[config.mk]
export PLATFORM = sky130hd
export DESIGN_NAME = envia_medida_serial
export DESIGN_NICKNAME = d
export VERILOG_FILES = /design/src/rtl/envia_medida_serial_pkg.sv /design/src/rtl/envia_medida_serial_tx.sv /design/src/rtl/envia_medida_serial.sv
export SDC_FILE = /design/constraint.sdc
export NUM_CORES = 1
export LEC_CHECK = 0
export CORE_MARGIN = 2
export CORE_UTILIZATION = 56
export DETAILED_ROUTE_END_ITERATION = 16
export GPL_TIMING_DRIVEN = 0
export PLACE_DENSITY = 0.77
export SLEW_MARGIN = 20
export SYNTH_ARGS = -nofsm -noshare
export SYNTH_HDL_FRONTEND = slang
export SYNTH_SLANG_ARGS = --single-unit
[constraint.sdc]
create_clock -name clock -period 2.6 [get_ports clock]
set_clock_uncertainty 0.15 [all_clocks]
set_input_delay 0.78 -clock clock [delete_from_list [all_inputs] [get_ports clock]]
set_output_delay 0.78 -clock clock [all_outputs]
set_load 0.02 [all_outputs]
[src/rtl/envia_medida_serial_pkg.sv]
// Shared constants, state encodings and frame helpers for the sonar measurement serial sender.
// Optional feature: define ENVIA_MEDIDA_PARIDADE_EN to add an odd parity bit (7O2 instead of 7N2).
package envia_medida_serial_pkg;

  localparam logic [3:0] DB_INICIAL     = 4'b0000;
  localparam logic [3:0] DB_PREPARACAO  = 4'b0001;
  localparam logic [3:0] DB_TRANSMITE   = 4'b0010;
  localparam logic [3:0] DB_ESPERA      = 4'b0011;
  localparam logic [3:0] DB_PROXIMO     = 4'b0100;
  localparam logic [3:0] DB_FINAL_ENVIO = 4'b1111;
  localparam logic [3:0] DB_ILEGAL      = 4'b1110;

  typedef enum logic [3:0] {
    INICIAL     = DB_INICIAL,
    PREPARACAO  = DB_PREPARACAO,
    TRANSMITE   = DB_TRANSMITE,
    ESPERA      = DB_ESPERA,
    PROXIMO     = DB_PROXIMO,
    FINAL_ENVIO = DB_FINAL_ENVIO
  } estado_t;

  localparam logic [6:0] ASCII_ZERO = 7'h30;
  localparam logic [6:0] ASCII_HASH = 7'h23;
  localparam int         MSG_LEN    = 4;

`ifdef ENVIA_MEDIDA_PARIDADE_EN
  localparam int FRAME_BITS = 11;
`else
  localparam int FRAME_BITS = 10;
`endif

  // Digits above 9 deliberately map to 0x3A-0x3F.
  function automatic logic [6:0] ascii_digito(input logic [3:0] n);
    return ASCII_ZERO + {3'b000, n};
  endfunction

  function automatic logic paridade_impar(input logic [6:0] d);
    return ~(^d);
  endfunction

  // Bit 0 is sent first: start, data LSB first, optional parity, two stops.
  function automatic logic [FRAME_BITS-1:0] monta_quadro(input logic [6:0] d);
`ifdef ENVIA_MEDIDA_PARIDADE_EN
    return {2'b11, paridade_impar(d), d, 1'b0};
`else
    return {2'b11, d, 1'b0};
`endif
  endfunction

endpackage

[src/rtl/envia_medida_serial_tx.sv]
// Serial transmitter for one 7-bit character; fim is high during the last cycle of the last stop bit.
// Frame length depends on ENVIA_MEDIDA_PARIDADE_EN (see package).
module tx_serial_7bits
  import envia_medida_serial_pkg::*;
#(
  parameter int CLKS_PER_BIT = 434
) (
  input  logic       clock,
  input  logic       reset,
  input  logic       partida,
  input  logic [6:0] dados,
  output logic       saida_serial,
  output logic       fim
);

  localparam logic [11:0] ULTIMO_CLK = 12'(CLKS_PER_BIT - 1);
  localparam logic [3:0]  ULTIMO_BIT = 4'(FRAME_BITS - 1);

  logic                  ocupado_tx;
  logic [11:0]           conta_clk;
  logic [3:0]            conta_bit;
  logic [FRAME_BITS-1:0] quadro;

  // quadro[0] always holds the bit currently on the line.
  always_ff @(posedge clock or posedge reset) begin
    if (reset) begin
      ocupado_tx   <= 1'b0;
      conta_clk    <= '0;
      conta_bit    <= '0;
      quadro       <= '1;
      saida_serial <= 1'b1;
    end else if (!ocupado_tx) begin
      if (partida) begin
        quadro       <= monta_quadro(dados);
        saida_serial <= 1'b0;
        ocupado_tx   <= 1'b1;
        conta_clk    <= '0;
        conta_bit    <= '0;
      end
    end else if (conta_clk == ULTIMO_CLK) begin
      conta_clk <= '0;
      if (conta_bit == ULTIMO_BIT) begin
        ocupado_tx   <= 1'b0;
        conta_bit    <= '0;
        saida_serial <= 1'b1;
      end else begin
        conta_bit    <= conta_bit + 4'd1;
        quadro       <= {1'b1, quadro[FRAME_BITS-1:1]};
        saida_serial <= quadro[1];
      end
    end else begin
      conta_clk <= conta_clk + 12'd1;
    end
  end

  // Announcing completion one cycle early keeps the inter-character gap at two cycles.
  assign fim = ocupado_tx && (conta_clk == ULTIMO_CLK) && (conta_bit == ULTIMO_BIT);

endmodule

[src/rtl/envia_medida_serial.sv]
// Sends a latched 3-digit BCD measurement as "HTU#" over a 7-bit async serial line.
// Parity is enabled by defining ENVIA_MEDIDA_PARIDADE_EN.
module envia_medida_serial
  import envia_medida_serial_pkg::*;
#(
  parameter int CLKS_PER_BIT = 434
) (
  input  logic        clock,
  input  logic        reset,
  input  logic        enviar,
  input  logic [11:0] medida,
  output logic        saida_serial,
  output logic        ocupado,
  output logic        pronto,
  output logic [3:0]  db_estado
);

  localparam logic [1:0] ULTIMO_INDICE = 2'(MSG_LEN - 1);

  estado_t     estado, proximo_estado;
  logic [11:0] medida_reg;
  logic [1:0]  indice;
  logic [6:0]  caractere;
  logic        partida;
  logic        fim;

  always_ff @(posedge clock or posedge reset) begin
    if (reset) estado <= INICIAL;
    else       estado <= proximo_estado;
  end

  always_comb begin
    proximo_estado = estado;
    partida        = 1'b0;
    ocupado        = 1'b1;
    pronto         = 1'b0;
    db_estado      = estado;
    case (estado)
      INICIAL: begin
        ocupado = 1'b0;
        if (enviar) proximo_estado = PREPARACAO;
      end
      PREPARACAO: proximo_estado = TRANSMITE;
      TRANSMITE: begin
        partida        = 1'b1;
        proximo_estado = ESPERA;
      end
      ESPERA: begin
        if (fim) proximo_estado = (indice == ULTIMO_INDICE) ? FINAL_ENVIO : PROXIMO;
      end
      PROXIMO: proximo_estado = TRANSMITE;
      FINAL_ENVIO: begin
        pronto         = 1'b1;
        proximo_estado = INICIAL;
      end
      default: begin
        db_estado      = DB_ILEGAL;
        proximo_estado = INICIAL;
      end
    endcase
  end

  // The measurement is frozen for the whole message once preparacao passes.
  always_ff @(posedge clock or posedge reset) begin
    if (reset) begin
      medida_reg <= '0;
      indice     <= '0;
    end else if (estado == PREPARACAO) begin
      medida_reg <= medida;
      indice     <= '0;
    end else if (estado == PROXIMO) begin
      indice <= indice + 2'd1;
    end
  end

  always_comb begin
    caractere = ASCII_HASH;
    case (indice)
      2'd0:    caractere = ascii_digito(medida_reg[11:8]);
      2'd1:    caractere = ascii_digito(medida_reg[7:4]);
      2'd2:    caractere = ascii_digito(medida_reg[3:0]);
      default: caractere = ASCII_HASH;
    endcase
  end

  tx_serial_7bits #(
    .CLKS_PER_BIT(CLKS_PER_BIT)
  ) u_tx (
    .clock       (clock),
    .reset       (reset),
    .partida     (partida),
    .dados       (caractere),
    .saida_serial(saida_serial),
    .fim         (fim)
  );

endmodule

==> tab_implementation.tex, run 1 <==
\begin{tabular}{lr}
\hline
Metric & Value \\
\hline
\multicolumn{2}{l}{\textbf{Outcome}} \\
Status & finished clean \\
\multicolumn{2}{l}{\textbf{Layout}} \\
Diodes inserted & 0 \\
Most frequent cells in the layout & dfrtp\_1, o21ai\_0, nand2\_1, clkdlybuf4s50\_1, mux2\_2 \\
Most common library cell in the layout ignoring fill and taps & dfrtp\_1 \\
Layout cell share with drive strength beyond 1 & about a fifth \\
Layout net count & 273 \\
Area Overhead vs Synth & 18.4\% \\
Cell area after layout & 2670 µm² \\
Final Core Density & 67.6\% \\
\multicolumn{2}{l}{\textbf{Clock tree}} \\
Total number of clock tree sinks & between 40 and 50 \\
Number of buffers added by the clock tree synthesis step & 5 \\
Clock tree from TritonCTS & built \\
CTS hold repair buffers & 0 \\
CTS Root Buffer Type & clkbuf\_8 \\
Clock transition at the register clock pins on the worst setup and hold paths after CTS & 0.07 ns \\
Number of H-tree branching levels & 2 \\
Worst skew pair latency & 0.30 ns \\
Deepest clock path buffer count & 2 \\
\multicolumn{2}{l}{\textbf{Global route}} \\
Met1 usage in global routing & 31.1\% \\
Number of global-route vias before repair & 1650 \\
Number of antenna violations at the first check in global routing & 0 \\
Most congested layer reported by global routing & met2 \\
Global-route usage over all layers & between 20 and 25\% \\
Wire length of the first global-routing pass & just under 8 mm \\
Largest net degree at the start of global routing & 36 \\
Met3 Resource Use GR & 5.00\% \\
Total global routing overflow & 0 \\
Met2 Usage GRT & 36.3\% \\
\multicolumn{2}{l}{\textbf{Floorplan}} \\
Standard cell core area & 3940 µm² \\
Die Footprint & between 4000 and 5000 µm² \\
X dimension of the die & roughly 67 µm \\
Overall die height & 67.4 µm \\
Number of rows created at floorplan & 23 \\
Effective utilization at floorplan & 57.1\% \\
Number of I/O pins & 22 \\
\multicolumn{2}{l}{\textbf{Detailed routing}} \\
Number of detailed-route iterations in the first pass & 4 \\
DR iter-0 viols & 111 \\
Total number of vias & 1763 \\
Post-detailed-route wirelength per cell & 14.7 µm \\
Aggregate routed wire length & 4.42 mm \\
DRC violation count after routing & 0 \\
Remaining number of nets flagged by the antenna check after routing & 0 \\
Detail-routed via count per cell & 5.86 \\
\multicolumn{2}{l}{\textbf{Critical path}} \\
Cell Chain, Critical Path & inv\_1, ha\_1, or4b\_4, or4\_4, buf\_6, mux2\_4, a22o\_1 \\
Required time of the critical path & 2.64 ns \\
Worst path bufs/invs & 2 \\
Sort of element at the end of the critical path & flop \\
Delay contributed by the slowest stage of the critical path & 0.49 ns \\
CP Max Fanout & 7 \\
Category of cells accounting for the largest share of critical-path delay & simple AND/OR/NAND/NOR gates \\
Type of the worst setup path & reg2reg \\
Slowest cell on crit path & or4\_4 \\
Arrival time at the worst endpoint & 2.55 ns \\
Worst setup SP type & flop \\
\multicolumn{2}{l}{\textbf{Synth}} \\
Post-Syn Area & 2250 µm² \\
Post-synthesis sequential area ratio & roughly 48\% \\
Mapped Cells & 221 \\
Unique masters post-synth & 47 \\
Number of storage elements in the synthesis netlist & 43 \\
Post-synthesis async set-or-reset flop share & 100\% \\
Number of nets produced by synthesis & 244 \\
Number of synthesized flops with an enable pin & 0 \\
Main synth FF type & dfrtp\_1 \\
Total number of yosys warnings & 0 \\
Average cell area after synthesis & 10.2 µm² \\
\multicolumn{2}{l}{\textbf{Place}} \\
IO buf count & 21 \\
Estimated wirelength of the detail-placed design & 3.11 mm \\
Placed standard-cell area & between 2000 and 3000 µm² \\
Final weighted congestion of routability-driven global placement & 0.847 \\
\multicolumn{2}{l}{\textbf{Timing}} \\
Normalized max-slew margin & 63.6\% \\
Time the worst path needs with I/O delays and setup & 2.51 ns \\
Number of slew-limit violations in the final report & 0 \\
Final number of hold-violating endpoints & 0 \\
Worst slew pin tran & 0.546 ns \\
Period Utilization, post-route & $\sim$96\% \\
RSZ-0062 raised after global routing & false \\
Max Freq & 0.399 GHz \\
Count of endpoints failing setup in the final report & 0 \\
Worst hold slack & around 0.33 ns \\
\multicolumn{2}{l}{\textbf{Power}} \\
Total power consumption of the routed design & about 1200 µW \\
Static leakage & 0.00119 µW \\
Total power per unit cell area & 454 nW/µm² \\
Peak supply drop & 0.303 mV \\
\multicolumn{2}{l}{\textbf{Worst hold path}} \\
Worst hold path type & reg2reg \\
\multicolumn{2}{l}{\textbf{Run}} \\
Max-capacitance violation count & 0 \\
\hline
\end{tabular}
cell type report:
| type | count | area [µm²] |
|---|---|---|
| fillers | 325 | 1280 |
| plain buffers | 9 | 45.0 |
| repair buffers | 25 | 244 |
| clock buffers | 8 | 100 |
| multi-input cells | 156 | 1090 |
| inverters | 10 | 37.5 |
| flip-flops and latches | 43 | 1090 |
| well taps | 50 | 62.6 |
metal layers:
metal	wire length, µm	up-vias	part of all wire [%]
met1	2110	857	48
li1	-	860	-
met5	0	-	0
met4	67	0	1.5
met2	2080	39	47
met3	162	7	3.7
worst paths after layout:
path | from | to | slack (ns) | cells after the start
worst min register to register | u_tx.quadro[6] | u_tx.quadro[6] | 0.33 | 2
worst max register to register | u_tx.conta_clk[1] | u_tx.conta_bit[2] | 0.09 | 7
max in group asynchronous | reset | u_tx.saida_serial | 1.24 | 3
worst min-delay path | u_tx.quadro[6] | u_tx.quadro[6] | 0.33 | 2
worst max-delay path | u_tx.conta_clk[1] | u_tx.conta_bit[2] | 0.09 | 7
min in group asynchronous | reset | u_tx.conta_clk[4] | 0.55 | 2
worst reg2reg max path, stage by stage (launching register included):
cell and delay, ns:
dfrtp_1 0.41, inv_1 0.08, ha_1 0.13, or4b_4 0.47, or4_4 0.49, buf_6 0.15, mux2_4 0.29, a22o_1 0.23
power breakdown:
group	internal [µW]	switching [µW]
clock	242	226
sequential	684	6.50
combinational	31.3	21.0
metrics by stage:
stage | worst slack (ns) | TNS [ns] | cells
5_1_grt | 0.0194 | 0 | 301
6_report | 0.0918 | 0 | 301
4_1_cts | 0.0214 | 0 | 302
3_3_place_gp | -0.206 | -7.20 | 292
3_5_place_dp | -0.0763 | -0.0815 | 293
2_1_floorplan | 0.166 | 0 | 221
logic make-up (layout without fill, tap and decap cells):
kind of cell / after synthesis / in the layout / synth area share (%)
AOI/OAI and AO/OA: 52 / 52 / 15.2
xor gates and xnor gates: 2 / 2 / 0.778
adders and majority gates: 8 / 8 / 4.44
buffers and inverters: 22 / 52 / 4.06
DFF: 43 / 43 / 48.2
muxes: 17 / 17 / 8.61
and+or+nand+nor: 77 / 77 / 18.7
cell usage after synthesis (2+ instances only):
cell type | n | area share, %
mux2_1 | 2 | 1.0
nor4_1 | 3 | 0.83
o21bai_1 | 2 | 0.67
and2_1 | 2 | 0.56
xnor2_1 | 2 | 0.78
or2_2 | 3 | 0.83
nand4_1 | 2 | 0.56
nor3b_1 | 3 | 1.0
ha_1 | 8 | 4.4
mux2_2 | 13 | 6.5
dfrtp_1 | 35 | 39
or3_1 | 3 | 0.83
a21o_1 | 5 | 1.7
nor2_1 | 12 | 2.0
a21oi_1 | 8 | 1.8
and3_1 | 5 | 1.4
a22oi_1 | 2 | 0.67
clkbuf_1 | 10 | 1.7
nor3_1 | 7 | 1.6
nand3_1 | 12 | 2.7
o31ai_1 | 4 | 1.3
nand2_1 | 15 | 2.5
dfstp_2 | 8 | 9.3
a22o_1 | 4 | 1.6
o21ai_0 | 18 | 4.0
a222oi_1 | 2 | 0.89
inv_1 | 10 | 1.7
a2111oi_0 | 2 | 0.78
repair_timing:
item,in CTS,in global routing
hold endpoints to repair,0,0
setup buffers,2,1
endpoints found under the setup margin,6,12
cloned,0,0
resized for setup,13,8
Power figures use the tool's default switching activity.
==> run 2: changes to the inputs <==
--- a/config.mk
+++ b/config.mk
@@ -5,6 +5,7 @@
 export SDC_FILE = /design/constraint.sdc
 export NUM_CORES = 1
 export LEC_CHECK = 0
+export CAP_MARGIN = 25
 export CORE_MARGIN = 2
 export CORE_UTILIZATION = 56
 export DETAILED_ROUTE_END_ITERATION = 16
==> results of run 2 <==
No change in the layout: final DEF, timing and power equal those of run 1.
